### src/rtl/pipeline_sink_responder.sv
// Purpose: clocked 4-phase receiver at the right end of an async pipeline, plus initiator on the backward error channel.
// Latency: Rack rises SYNC_STAGES+ACK_DELAY+2 clk edges after Rreq is first sampled high (longer when an error handshake runs first).
// Backpressure: Rack is withheld through HOLD and any error handshake; the next token is refused until Rreq and Rack have both returned to zero.
module pipeline_sink_responder #(
    parameter int SYNC_STAGES = 2,   // at least 2
    parameter int ACK_DELAY   = 2,
    parameter int CNT_W       = 16
) (
    input  logic             clk,
    input  logic             rst,
    input  logic             Rreq,
    output logic             Rack,
    output logic             REreq,
    input  logic             REack,
    input  logic             err_inject,
    output logic             err_pending,
    output logic             busy,
    output logic [CNT_W-1:0] token_count,
    output logic [CNT_W-1:0] cycle_time,
    output logic             cycle_valid
);

    localparam int DLY_W = (ACK_DELAY < 2) ? 1 : $clog2(ACK_DELAY + 1);

    typedef enum logic [2:0] {
        S_IDLE,
        S_ERR_REQ,
        S_ERR_REL,
        S_HOLD,
        S_ACK_HI,
        S_ACK_LO
    } state_t;

    logic [SYNC_STAGES-1:0] rreq_sync_q;
    logic [SYNC_STAGES-1:0] reack_sync_q;
    logic                   rreq_s;
    logic                   reack_s;

    state_t                 state_q;
    logic [DLY_W-1:0]       dly_q;
    logic                   rack_q;
    logic                   rereq_q;
    logic [CNT_W-1:0]       tok_q;

    logic                   err_q;
    logic                   err_d;
    logic                   err_clr;
    logic                   accept;

    logic [CNT_W-1:0]       cyc_cnt_q;
    logic [CNT_W-1:0]       cyc_cnt_d;
    logic [CNT_W-1:0]       cycle_time_q;
    logic                   cycle_valid_q;
    logic                   seen_q;

    assign rreq_s  = rreq_sync_q[SYNC_STAGES-1];
    assign reack_s = reack_sync_q[SYNC_STAGES-1];

    // Accept event: the idle FSM sees a new request; the error latch clears once the pipeline acknowledges the error.
    assign accept  = (state_q == S_IDLE) && rreq_s;
    assign err_clr = (state_q == S_ERR_REQ) && reack_s;

    // Multi-flop synchronizers for the two asynchronous inputs.
    always_ff @(posedge clk or negedge rst) begin
        if (!rst) begin
            rreq_sync_q  <= '0;
            reack_sync_q <= '0;
        end else begin
            rreq_sync_q  <= {rreq_sync_q[SYNC_STAGES-2:0], Rreq};
            reack_sync_q <= {reack_sync_q[SYNC_STAGES-2:0], REack};
        end
    end

    // Handshake FSM; Rack/REreq are registered alongside the state so they never glitch.
    always_ff @(posedge clk or negedge rst) begin
        if (!rst) begin
            state_q <= S_IDLE;
            dly_q   <= '0;
            rack_q  <= 1'b0;
            rereq_q <= 1'b0;
            tok_q   <= '0;
        end else begin
            case (state_q)
                S_IDLE: begin
                    if (rreq_s) begin
                        dly_q <= '0;
                        if (err_q) begin
                            state_q <= S_ERR_REQ;
                            rereq_q <= 1'b1;
                        end else begin
                            state_q <= S_HOLD;
                        end
                    end
                end
                S_ERR_REQ: begin
                    if (reack_s) begin
                        state_q <= S_ERR_REL;
                        rereq_q <= 1'b0;
                    end
                end
                S_ERR_REL: begin
                    if (!reack_s) begin
                        state_q <= S_HOLD;
                        dly_q   <= '0;
                    end
                end
                S_HOLD: begin
                    // One cycle even with zero delay, then ACK_DELAY more.
                    if (dly_q == DLY_W'(ACK_DELAY)) begin
                        state_q <= S_ACK_HI;
                        rack_q  <= 1'b1;
                        tok_q   <= tok_q + CNT_W'(1);
                    end else begin
                        dly_q <= dly_q + DLY_W'(1);
                    end
                end
                S_ACK_HI: begin
                    if (!rreq_s) begin
                        state_q <= S_ACK_LO;
                        rack_q  <= 1'b0;
                    end
                end
                S_ACK_LO: begin
                    // Return-to-zero cycle before another token may be accepted.
                    state_q <= S_IDLE;
                end
                default: begin
                    state_q <= S_IDLE;
                    rack_q  <= 1'b0;
                    rereq_q <= 1'b0;
                end
            endcase
        end
    end

    // Error latch next state: a new injection wins over a simultaneous clear.
    always_comb begin
        err_d = err_q;
        if (err_inject) begin
            err_d = 1'b1;
        end else if (err_clr) begin
            err_d = 1'b0;
        end
    end

    // Interval counter next state: restart at 1 on accept, otherwise count up and stick at all-ones.
    always_comb begin
        cyc_cnt_d = cyc_cnt_q;
        if (accept) begin
            cyc_cnt_d = CNT_W'(1);
        end else if (cyc_cnt_q != '1) begin
            cyc_cnt_d = cyc_cnt_q + CNT_W'(1);
        end
    end

    // Error latch and cycle-time measurement registers.
    always_ff @(posedge clk or negedge rst) begin
        if (!rst) begin
            err_q         <= 1'b0;
            cyc_cnt_q     <= '0;
            cycle_time_q  <= '0;
            cycle_valid_q <= 1'b0;
            seen_q        <= 1'b0;
        end else begin
            err_q     <= err_d;
            cyc_cnt_q <= cyc_cnt_d;
            if (accept) begin
                seen_q <= 1'b1;
                if (seen_q) begin
                    cycle_time_q  <= cyc_cnt_q;
                    cycle_valid_q <= 1'b1;
                end
            end
        end
    end

    assign Rack        = rack_q;
    assign REreq       = rereq_q;
    assign err_pending = err_q;
    assign busy        = (state_q != S_IDLE);
    assign token_count = tok_q;
    assign cycle_time  = cycle_time_q;
    assign cycle_valid = cycle_valid_q;

endmodule

### config.mk
export PLATFORM = sky130hd
export DESIGN_NAME = pipeline_sink_responder
export DESIGN_NICKNAME = d
export VERILOG_FILES = /design/src/rtl/pipeline_sink_responder.sv
export SDC_FILE = /design/constraint.sdc
export NUM_CORES = 1
export LEC_CHECK = 0
export BUFFER_PORTS_ARGS = -buffer_cell sky130_fd_sc_hd__buf_2
export CELL_PAD_IN_SITES_DETAIL_PLACEMENT = 1
export CELL_PAD_IN_SITES_GLOBAL_PLACEMENT = 1
export CORE_ASPECT_RATIO = 1.75
export CORE_MARGIN = 2
export CORE_UTILIZATION = 44
export DETAILED_ROUTE_END_ITERATION = 10
export GPL_TIMING_DRIVEN = 0
export PLACE_DENSITY = 0.88
export SETUP_SLACK_MARGIN = 0.05
export SYNTH_ARGS = -nofsm -noshare
export SYNTH_HDL_FRONTEND = slang
export SYNTH_SLANG_ARGS = --single-unit
### constraint.sdc
create_clock -name clk -period 2 [get_ports clk]
set_input_delay 0.3 -clock clk [delete_from_list [all_inputs] [get_ports clk]]
set_output_delay 0.3 -clock clk [all_outputs]
set_load 0.005 [all_outputs]
==> results of run 1 <==
[power by group through the flow]
stage	clock (mW)	sequential (mW)	combinational [mW]
global placement	0	1.72	0.842
detailed placement	0	1.74	0.881
global route	1.01	1.78	1.02
floorplan	0	1.71	0.572
CTS	0.951	1.72	0.890
finish	0.921	1.75	0.904
[cells in the final DEF (no fill, tap or decap), drive strengths merged, types with 3 or more instances in the layout]
cell	netlist	final
nand4	5	5
dfrtp	62	62
clkbuf	7	17
ha	3	3
xnor2	11	11
nand2	16	16
or4	3	3
a21oi	11	11
nand2b	3	3
nor2	15	15
a31oi	4	4
nor3	6	6
nand3	18	18
or3	5	5
xor2	5	5
o21ai	10	10
nor4	6	6
buf	1	46
mux2	16	16
inv	9	9
[logic make-up after synthesis]
logic type	share of synthesized area (%)
buffers and inverters	2.42
adder cells (fa/ha/maj)	1.37
AO/OA/AOI/OAI	9.41
AND/OR/NAND/NOR	17.7
flip-flops	56.6
multiplexers	7.31
XOR/XNOR	5.12
[per-layer routing]
layer	GRT usage [%]	up-vias	share of wire [%]
met1	20.5	1071	38
met2	36.3	50	56
met3	6.35	15	3.4
li1	-	988	-
met5	0	-	0
met4	10.2	0	2.5
[per-stage QoR]
| step | TNS (ns) | total power, mW |
|---|---|---|
| 2_1_floorplan | 0 | 2.28 |
| 3_3_place_gp | -1.72 | 2.57 |
| 3_5_place_dp | -3.12 | 2.62 |
| 4_1_cts | 0 | 3.56 |
| 5_1_grt | 0 | 3.81 |
| 6_report | 0 | 3.57 |
[registers in the layout (all words and copies together), names as in the netlist, 2 cells and up]
name / flops
rreq_sync_q: 2
cycle_time: 16
dly_q: 2
state_q: 3
cyc_cnt_q: 16
reack_sync_q: 2
token_count: 16
[repair_timing]
| item | 4_1_cts | 5_1_grt |
|---|---|---|
| endpoints found under the hold margin | 0 | 0 |
| setup buffers | 0 | 3 |
| endpoints found under the setup margin | 16 | 25 |
| resized for setup | 5 | 14 |
| pin swaps | 1 | 3 |
[worst max-delay path by stage]
| stage | start | endpoint | slack (ns) |
|---|---|---|---|
| 2_1_floorplan | cyc_cnt_q[0] | cyc_cnt_q[1] | 0.20 |
| 3_3_place_gp | dly_q[0] | token_count[15] | -0.23 |
| 3_5_place_dp | dly_q[0] | token_count[15] | -0.36 |
| 4_1_cts | state_q[1] | busy | 0.07 |
| 5_1_grt | cyc_cnt_q[5] | cyc_cnt_q[9] | 0.009 |
| 6_report | cyc_cnt_q[4] | cyc_cnt_q[9] | 0.13 |
[layout make-up]
cell class                 instances  area [µm²]  area share (%)
inverter                           9        33.8            1.02
clock inverter                     2        10.0           0.303
clock buffer                      12         145            4.40
sequential                        62        1560            47.2
buffer                             7        30.0           0.910
timing repair buffer              44         230            6.98
multi-input combinational        165        1190            36.2
tap                               80         100            3.03
==> results.py, run 1 <==
metrics = {
    "clock_network": {
        "root_buffer": "clkbuf_8",
        "cts_tree": "done",
        "cts.path.max_buffers": 2,
        "h-tree-depth": 3,
        "cts_made_buffers": 9,
        "cts.sinks": 62,
        "clk_latency_ns": 0.35,
        "clk_pin_slew_ns": 0.07,
        "cts_hold_buf": 0,
    },
    "synthesis": {
        "netlist_instances": 244,
        "synth_nets": 252,
        "synthTopCellsByCount": "62 x dfrtp_1, 17 x nand3_1, 16 x mux2_2, 16 x nand2_1, 15 x nor2_1",
        "yosysTopAreaCell": "dfrtp_1",
        "synth_ff_type": "dfrtp_1",
        "synth_cell_type_count": 43,
        "syn_area_mm2": 0.00274,
        "yosys_warnings": 0,
        "synth-seq-cells": 62,
        "yosysMostFrequentCell": "dfrtp_1",
        "synth_edf_count": 0,
        "seq_area_frac_synth_pct": 56.6,
        "synthTopCellsByArea": "dfrtp_1 57%, mux2_2 6.6%, xnor2_1 3.5%, nand3_1 3.1%, nand2_1 2.2%",
        "synthArstFlopShare_pct": 100,
        "yosys.area.top_type_share_pct": 56.6,
        "synth.avg_cell_area_um2": 11.2,
    },
    "floorplan": {
        "initial_utilization_pct": 44.7,
        "die_w_um": 63.6,
        "die_height_um": 108,
        "boundaryPins": 42,
        "core_mm2": 0.00613,
        "rows": 38,
        "die_area_mm2": 0.00690,
    },
    "sta": {
        "hold_viol": 0,
        "fin_ws_ns": 0.125,
        "layout_min_cycle_time_ns": 1.87,
        "finalCritPeriodShare_pct": 93.7,
        "tightestPinTransition_ns": 0.771,
        "drv_slew": 0,
        "rsz0062_at_grt": "true",
        "max_freq_mhz": 533,
        "setup_viol": 0,
        "fin_skew_ns": 0.00661,
        "slew_headroom_pct": 48.6,
        "hold_slack_ns": 0.0259,
    },
    "placed_design": {
        "place_area_mm2": 0.00304,
        "portBuffers": 41,
        "pre_cts_ws_ns": -0.360,
        "dp_cells": 365,
        "place.gp.congestion": 0.788,
        "dp_hpwl_um": 4300,
    },
    "detailed_routing": {
        "drtPass1Iterations": 4,
        "drtAntennaViolNets": 0,
        "initialDrtViolationCount": 52,
        "vias_per_cell": 5.57,
        "routed_wl_um": 6330,
        "route.detailed.drc": 0,
        "dr_total_vias": 2124,
        "drt-wirelength-per-cell_um": 16.6,
    },
    "power_and_ir_drop": {
        "clkPwrFrac_pct": 25.8,
        "switchingPower_mw": 1.19,
        "static-leakage-power_nw": 1.57,
        "p_seq_share_pct": 48.9,
        "power.internal_mw": 2.38,
        "peakVddDrop_mv": 0.689,
        "power.density_mw_per_mm2": 1080,
        "sw_frac_of_total_pct": 33.4,
        "combPwrFrac_pct": 25.3,
    },
    "setup_path": {
        "crit_family": "simple AND/OR/NAND/NOR gates",
        "cp.depth": 5,
        "reg2reg_to": "cyc_cnt_q[9]",
        "cp_data_arrival_time_ns": 2.15,
        "critical-path-max-stage-delay_ns": 0.48,
        "critPathMaxFanout": 7,
        "crit_buf_inv": 1,
        "r2r_slack_ns": 0.13,
        "worst-setup-path-type": "register to register",
        "cp.required_ns": 2.27,
        "path_cells": "nand3_4, or3_1, clkbuf_2, or4_1, a21oi_1",
        "cp-start-kind": "register",
        "r2r-start": "cyc_cnt_q[4]",
        "critPathSlowestCell": "or4_1",
        "endpoint_kind": "register",
        "reg2reg_depth": 5,
    },
    "status": {
        "status": "finished, final reports clean",
    },
    "layout": {
        "n_fill_cell": 695,
        "layout.cells.non_filler": 381,
        "drive_gt1_share_pct": 31.2,
        "fin_nets": 306,
        "fin_util_pct": 53.8,
        "syn2layout_area_growth_pct": 20.4,
        "antennaDiodeCount": 0,
        "fin_area_mm2": 0.00330,
    },
    "global_routing": {
        "grt_pass1_vias": 2168,
        "grt_overflow": 0,
        "grt_util_all_layers_pct": 20.1,
        "antenna_found_initial": 0,
        "grt_max_degree": 63,
        "grt_pass1_wl_um": 10400,
    },
    "min_path": {
        "hold_class": "input port to asynchronous set/reset pin",
    },
    "flow_run": {
        "max_cap_viol_count": 0,
    },
}
Power figures use the tool's default switching activity.
==> inputs of run 2 (changes only) <==
Settings changed: ABC_AREA set to 1, CORE_UTILIZATION 44 to 43, PLACE_DENSITY 0.88 to 0.9.
==> results.py, run 2 <==
metrics = {
    "global_routing": {
        "antenna_found_initial": 0,
        "grt_overflow": 0,
        "grt_max_degree": 63,
        "grt_pass1_vias": 3154,
        "grt_pass1_wl_um": 14800,
        "grt_util_all_layers_pct": 24.7,
    },
    "detailed_routing": {
        "initialDrtViolationCount": 124,
        "vias_per_cell": 5.28,
        "route.detailed.drc": 0,
        "drt-wirelength-per-cell_um": 16.7,
        "drtAntennaViolNets": 0,
        "dr_total_vias": 2813,
        "routed_wl_um": 8890,
        "drtPass1Iterations": 4,
    },
    "setup_path": {
        "critPathMaxFanout": 7,
        "worst-setup-path-type": "register to register",
        "cp.required_ns": 2.22,
        "cp-start-kind": "register",
        "cp_data_arrival_time_ns": 1.93,
        "endpoint_kind": "register",
    },
    "sta": {
        "finalSetupTns_ns": 0,
        "finalCritPeriodShare_pct": 85.6,
        "layout_min_cycle_time_ns": 1.71,
        "slew_headroom_pct": 45.8,
        "max_freq_mhz": 584,
        "rsz0062_at_grt": "false",
        "drv_slew": 0,
        "fin_ws_ns": 0.287,
        "tightestPinTransition_ns": 0.813,
        "setup_viol": 0,
        "hold_slack_ns": 0.0610,
        "hold_viol": 0,
        "fin_skew_ns": 0.00591,
    },
    "synthesis": {
        "yosysTopAreaCell": "dfrtp_1",
        "synth-seq-cells": 62,
        "seq_area_frac_synth_pct": 49.0,
        "synth_cell_type_count": 30,
        "yosys_warnings": 0,
        "synthArstFlopShare_pct": 100,
        "synth_ff_type": "dfrtp_1",
        "synthTopCellsByArea": "dfrtp_1 49%, nand2_1 17%, nand3_1 4.6%, inv_1 4.1%, nor2_1 4.1%",
        "synth_edf_count": 0,
        "synth.avg_cell_area_um2": 8.15,
        "synth_nets": 397,
        "netlist_instances": 389,
        "syn_area_mm2": 0.00317,
        "yosysMostFrequentCell": "nand2_1",
        "yosys.area.top_type_share_pct": 49.0,
        "synthTopCellsByCount": "142 x nand2_1, 62 x dfrtp_1, 35 x inv_1, 35 x nor2_1, 29 x nand3_1",
    },
    "clock_network": {
        "cts_tree": "done",
        "clk_latency_ns": 0.34,
        "clk_pin_slew_ns": 0.05,
        "h-tree-depth": 3,
        "cts_made_buffers": 9,
        "cts.path.max_buffers": 2,
        "cts.sinks": 62,
        "cts_hold_buf": 0,
        "root_buffer": "clkbuf_16",
    },
    "power_and_ir_drop": {
        "power_mw": 4.57,
        "power.density_mw_per_mm2": 1200,
        "static-leakage-power_nw": 1.97,
        "peakVddDrop_mv": 0.510,
    },
    "layout": {
        "drive_gt1_share_pct": 20.8,
        "fin_nets": 450,
        "antennaDiodeCount": 0,
        "fin_util_pct": 53.1,
        "fin_area_mm2": 0.00381,
        "n_fill_cell": 900,
        "syn2layout_area_growth_pct": 20.3,
        "multi_input_area_mm2": 0.00140,
        "final_common_cell": "nand2_1",
        "seqCellArea_mm2": 0.00155,
        "layout_common_cells": "142 x nand2_1, 61 x dfrtp_1, 40 x buf_2",
        "layout.cells.non_filler": 533,
    },
    "floorplan": {
        "core_mm2": 0.00718,
        "rows": 41,
        "die_w_um": 68.9,
        "initial_utilization_pct": 44.1,
        "die_area_mm2": 0.00810,
        "die_height_um": 118,
        "boundaryPins": 42,
    },
    "placed_design": {
        "dp_cells": 516,
        "pre_cts_ws_ns": 0.230,
        "place.gp.congestion": 0.888,
        "place_area_mm2": 0.00348,
        "dp_hpwl_um": 6370,
        "portBuffers": 41,
    },
    "status": {
        "status": "finished, final reports clean",
    },
    "min_path": {
        "hold_class": "input port to asynchronous set/reset pin",
    },
    "flow_run": {
        "max_cap_viol_count": 0,
    },
}
## run 2: changes by cell type after synthesis, moves of 5 or more
cell	delta
nor4_1	-6
nand3_1	+12
nor2_1	+20
o21ai_0	+5
nand2_1	+126
mux2_2	-16
nand4_1	+8
buf_6	+5
a21oi_1	-9
o21ai_2	+11
inv_1	+26
clkbuf_1	-6
## run 2: where the power goes
group          switching, mW  internal [mW]
logic                  0.722          0.465
registers              0.231           1.48
clock network          0.552           1.12
## run 2: cell type report
type,instances,share of cell area (%)
Tap cell,86,2.82
Sequential cell,62,40.7
Inverter,38,3.87
Clock inverter,4,1.84
Buffer,7,2.03
Timing Repair Buffer,42,5.64
Multi-Input combinational cell,282,36.6
Clock buffer,12,6.47
## run 2: repair_timing
| item | in CTS | in global routing |
|---|---|---|
| endpoints found under the setup margin | 0 | 2 |
| setup buffers | 0 | 1 |
| endpoints found under the hold margin | 0 | 0 |
| gates resized for setup | 0 | 2 |
## run 2: final timing paths
path | startpoint | end | slack [ns] | depth (start not counted)
hold / removal | rst | Rack | 0.06 | 1
min in group clk | REack | reack_sync_q[0] | 0.07 | 1
hold reg to reg | reack_sync_q[0] | reack_sync_q[1] | 0.35 | 0
setup reg to reg | cyc_cnt_q[0] | cyc_cnt_q[1] | 0.29 | 6
setup / recovery | cyc_cnt_q[0] | cyc_cnt_q[1] | 0.29 | 6
max in group asynchronous | rst | cyc_cnt_q[0] | 1.36 | 1
## run 2: critical path, stage by stage (launching register included)
cell and delay (ns):
dfrtp_2 0.43, ha_2 0.25, nand3_1 0.20, nor3_4 0.34, nand2_1 0.12, nor2_1 0.15
o21ai_0 0.10
## run 2: per-layer routing
layer	wire (µm)	global-route usage, %	up-vias
li1	-	-	1343
met1	3160	23.6	1381
met2	5120	45.4	64
met3	307	6.31	25
met4	303	12.1	0
met5	0	0	-
## run 2: kinds of logic after synthesis
kind of cell             after synthesis  synth area share, %
AND/OR/NAND/NOR                      238                 33.5
buffers and inverters                 45                 7.11
adder cells (fa/ha/maj)                3                 1.18
XOR/XNOR                              11                 3.04
flip-flops                            62                 49.0
AO/OA/AOI/OAI                         30                 6.20
==> inputs of run 3 (changes only) <==
Settings changed: GPL_TIMING_DRIVEN 0 to unset, SKIP_LAST_GASP set to 1.
==> results.py, run 3 (synthesis results as in run 2) <==
metrics = {
    "detailed_routing": {
        "drtPass1Iterations": 4,
        "route.detailed.drc": 0,
        "drtAntennaViolNets": 0,
        "routed_wl_um": 8410,
        "highest_layer": "met4",
        "drt-met1-wl_um": 2990,
        "wl_met3_um": 262,
        "drt-wirelength-per-cell_um": 16.0,
        "vias_per_cell": 5.24,
        "dr_total_vias": 2764,
        "wl_met2_um": 4840,
        "initialDrtViolationCount": 116,
    },
    "layout": {
        "seqCellArea_mm2": 0.00155,
        "fin_area_mm2": 0.00375,
        "syn2layout_area_growth_pct": 18.5,
        "layout.cells.non_filler": 527,
        "fin_util_pct": 52.3,
        "n_fill_cell": 909,
        "multi_input_area_mm2": 0.00139,
        "fin_nets": 444,
        "antennaDiodeCount": 0,
        "drive_gt1_share_pct": 19.5,
        "layout_common_cells": "142 x nand2_1, 62 x dfrtp_1, 41 x buf_2",
        "final_common_cell": "nand2_1",
    },
    "clock_network": {
        "cts_tree": "done",
        "root_buffer": "clkbuf_16",
        "postCtsSetupBuffers": 0,
        "cts_made_buffers": 9,
        "clk_pin_slew_ns": 0.05,
        "clk_latency_ns": 0.34,
        "h-tree-depth": 3,
        "cts.path.max_buffers": 2,
        "cts.repair.resized": 0,
        "cts.sinks": 62,
    },
    "global_routing": {
        "grt_max_degree": 63,
        "grt_pass1_vias": 2937,
        "grt_util_all_layers_pct": 22.9,
        "antenna_found_initial": 0,
        "grt_pass1_wl_um": 13800,
        "grt_overflow": 0,
    },
    "power_and_ir_drop": {
        "p_seq_share_pct": 38.8,
        "switchingPower_mw": 1.50,
        "static-leakage-power_nw": 1.95,
        "clkPwrFrac_pct": 36.5,
        "sw_frac_of_total_pct": 33.5,
        "power_mw": 4.48,
        "combPwrFrac_pct": 24.7,
        "peakVddDrop_mv": 0.576,
        "power.internal_mw": 2.98,
        "power.density_mw_per_mm2": 1190,
    },
    "sta": {
        "finalSetupTns_ns": 0,
        "tightestPinTransition_ns": 0.364,
        "fin_ws_ns": 0.267,
        "hold_slack_ns": 0.0733,
        "slew_headroom_pct": 75.7,
        "max_freq_mhz": 577,
        "setup_viol": 0,
        "rsz0062_at_grt": "false",
        "layout_min_cycle_time_ns": 1.73,
        "hold_viol": 0,
        "finalCritPeriodShare_pct": 86.7,
        "drv_slew": 0,
        "fin_skew_ns": 0.00406,
    },
    "setup_path": {
        "r2r_slack_ns": 0.27,
        "endpoint_kind": "register",
        "critical-path-max-stage-delay_ns": 0.53,
        "crit_top_cell": "nand2_2",
        "crit_buf_inv": 1,
        "cp_data_arrival_time_ns": 1.95,
        "critPathSlowestCell": "dfrtp_1",
        "cp.required_ns": 2.22,
        "worst-setup-path-type": "register to register",
        "crit_family": "simple AND/OR/NAND/NOR gates",
        "cp-start-kind": "register",
        "critPathMaxFanout": 11,
        "path_cells": "nand2_2, nor2_2, nand2_2, inv_2, nand3_1, o21ai_0, nand2_1",
    },
    "placed_design": {
        "dp_cells": 510,
        "place_area_mm2": 0.00342,
        "place.gp.congestion": 0.825,
        "dp_hpwl_um": 6120,
        "portBuffers": 41,
        "pre_cts_ws_ns": 0.278,
    },
    "min_path": {
        "hold_class": "input port to register",
    },
    "floorplan": {
        "initial_utilization_pct": 44.1,
        "rows": 41,
        "die_w_um": 68.9,
        "die_height_um": 118,
        "die_area_mm2": 0.00810,
        "boundaryPins": 42,
        "core_mm2": 0.00718,
    },
    "status": {
        "status": "finished, final reports clean",
    },
    "flow_run": {
        "max_cap_viol_count": 0,
    },
}
[run 3: cell types whose count changed in the layout (fill, tap and decap cells not counted), sizes merged]
cell         change
buf              -6
bufinv           -1
dlygate4sd3      +1
[run 3: power by group through the flow]
stage / clock network [mW] / registers (mW) / logic [mW]
2_1_floorplan: 0 / 1.68 / 0.823
3_3_place_gp: 0 / 1.73 / 1.03
3_5_place_dp: 0 / 1.75 / 1.09
4_1_cts: 1.68 / 1.74 / 1.13
5_1_grt: 1.72 / 1.77 / 1.26
6_report: 1.64 / 1.74 / 1.11
[run 3: layout make-up]
cell class / instances / share of cell area, %
clock buffer: 13 / 7.46
timing repair buffer: 43 / 6.26
sequential: 62 / 41.3
tap: 86 / 2.87
clock inverter: 3 / 1.07
multi-input combinational: 282 / 37.1
inverter: 38 / 3.93
[run 3: timing repair]
item / 4_1_cts / 5_1_grt
endpoints found under the hold margin: 62 / 0
setup endpoints to repair: 0 / 0
hold buffers: 1 / 0
[run 3: worst reg2reg max path, stage by stage (launching register included)]
cell	delay, ns
dfrtp_1	0.53
nand2_2	0.12
nor2_2	0.15
nand2_2	0.17
inv_2	0.21
nand3_1	0.17
o21ai_0	0.19
nand2_1	0.07
[run 3: per-layer routing]
layer / GRT usage (%) / vias up
met5: 0 / -
met4: 12.5 / 0
met3: 5.16 / 23
met2: 41.7 / 56
met1: 22.3 / 1357
li1: - / 1328
[run 3: worst paths after layout]
kind / from / end / cells after the start
worst max-delay path: state_q[1] / token_count[11] / 7
worst min-delay path: Rreq / rreq_sync_q[0] / 1
worst max register to register: state_q[1] / token_count[11] / 7
worst min register to register: reack_sync_q[0] / reack_sync_q[1] / 0
max in group asynchronous: rst / cycle_time[12] / 3
min in group asynchronous: rst / dly_q[0] / 3
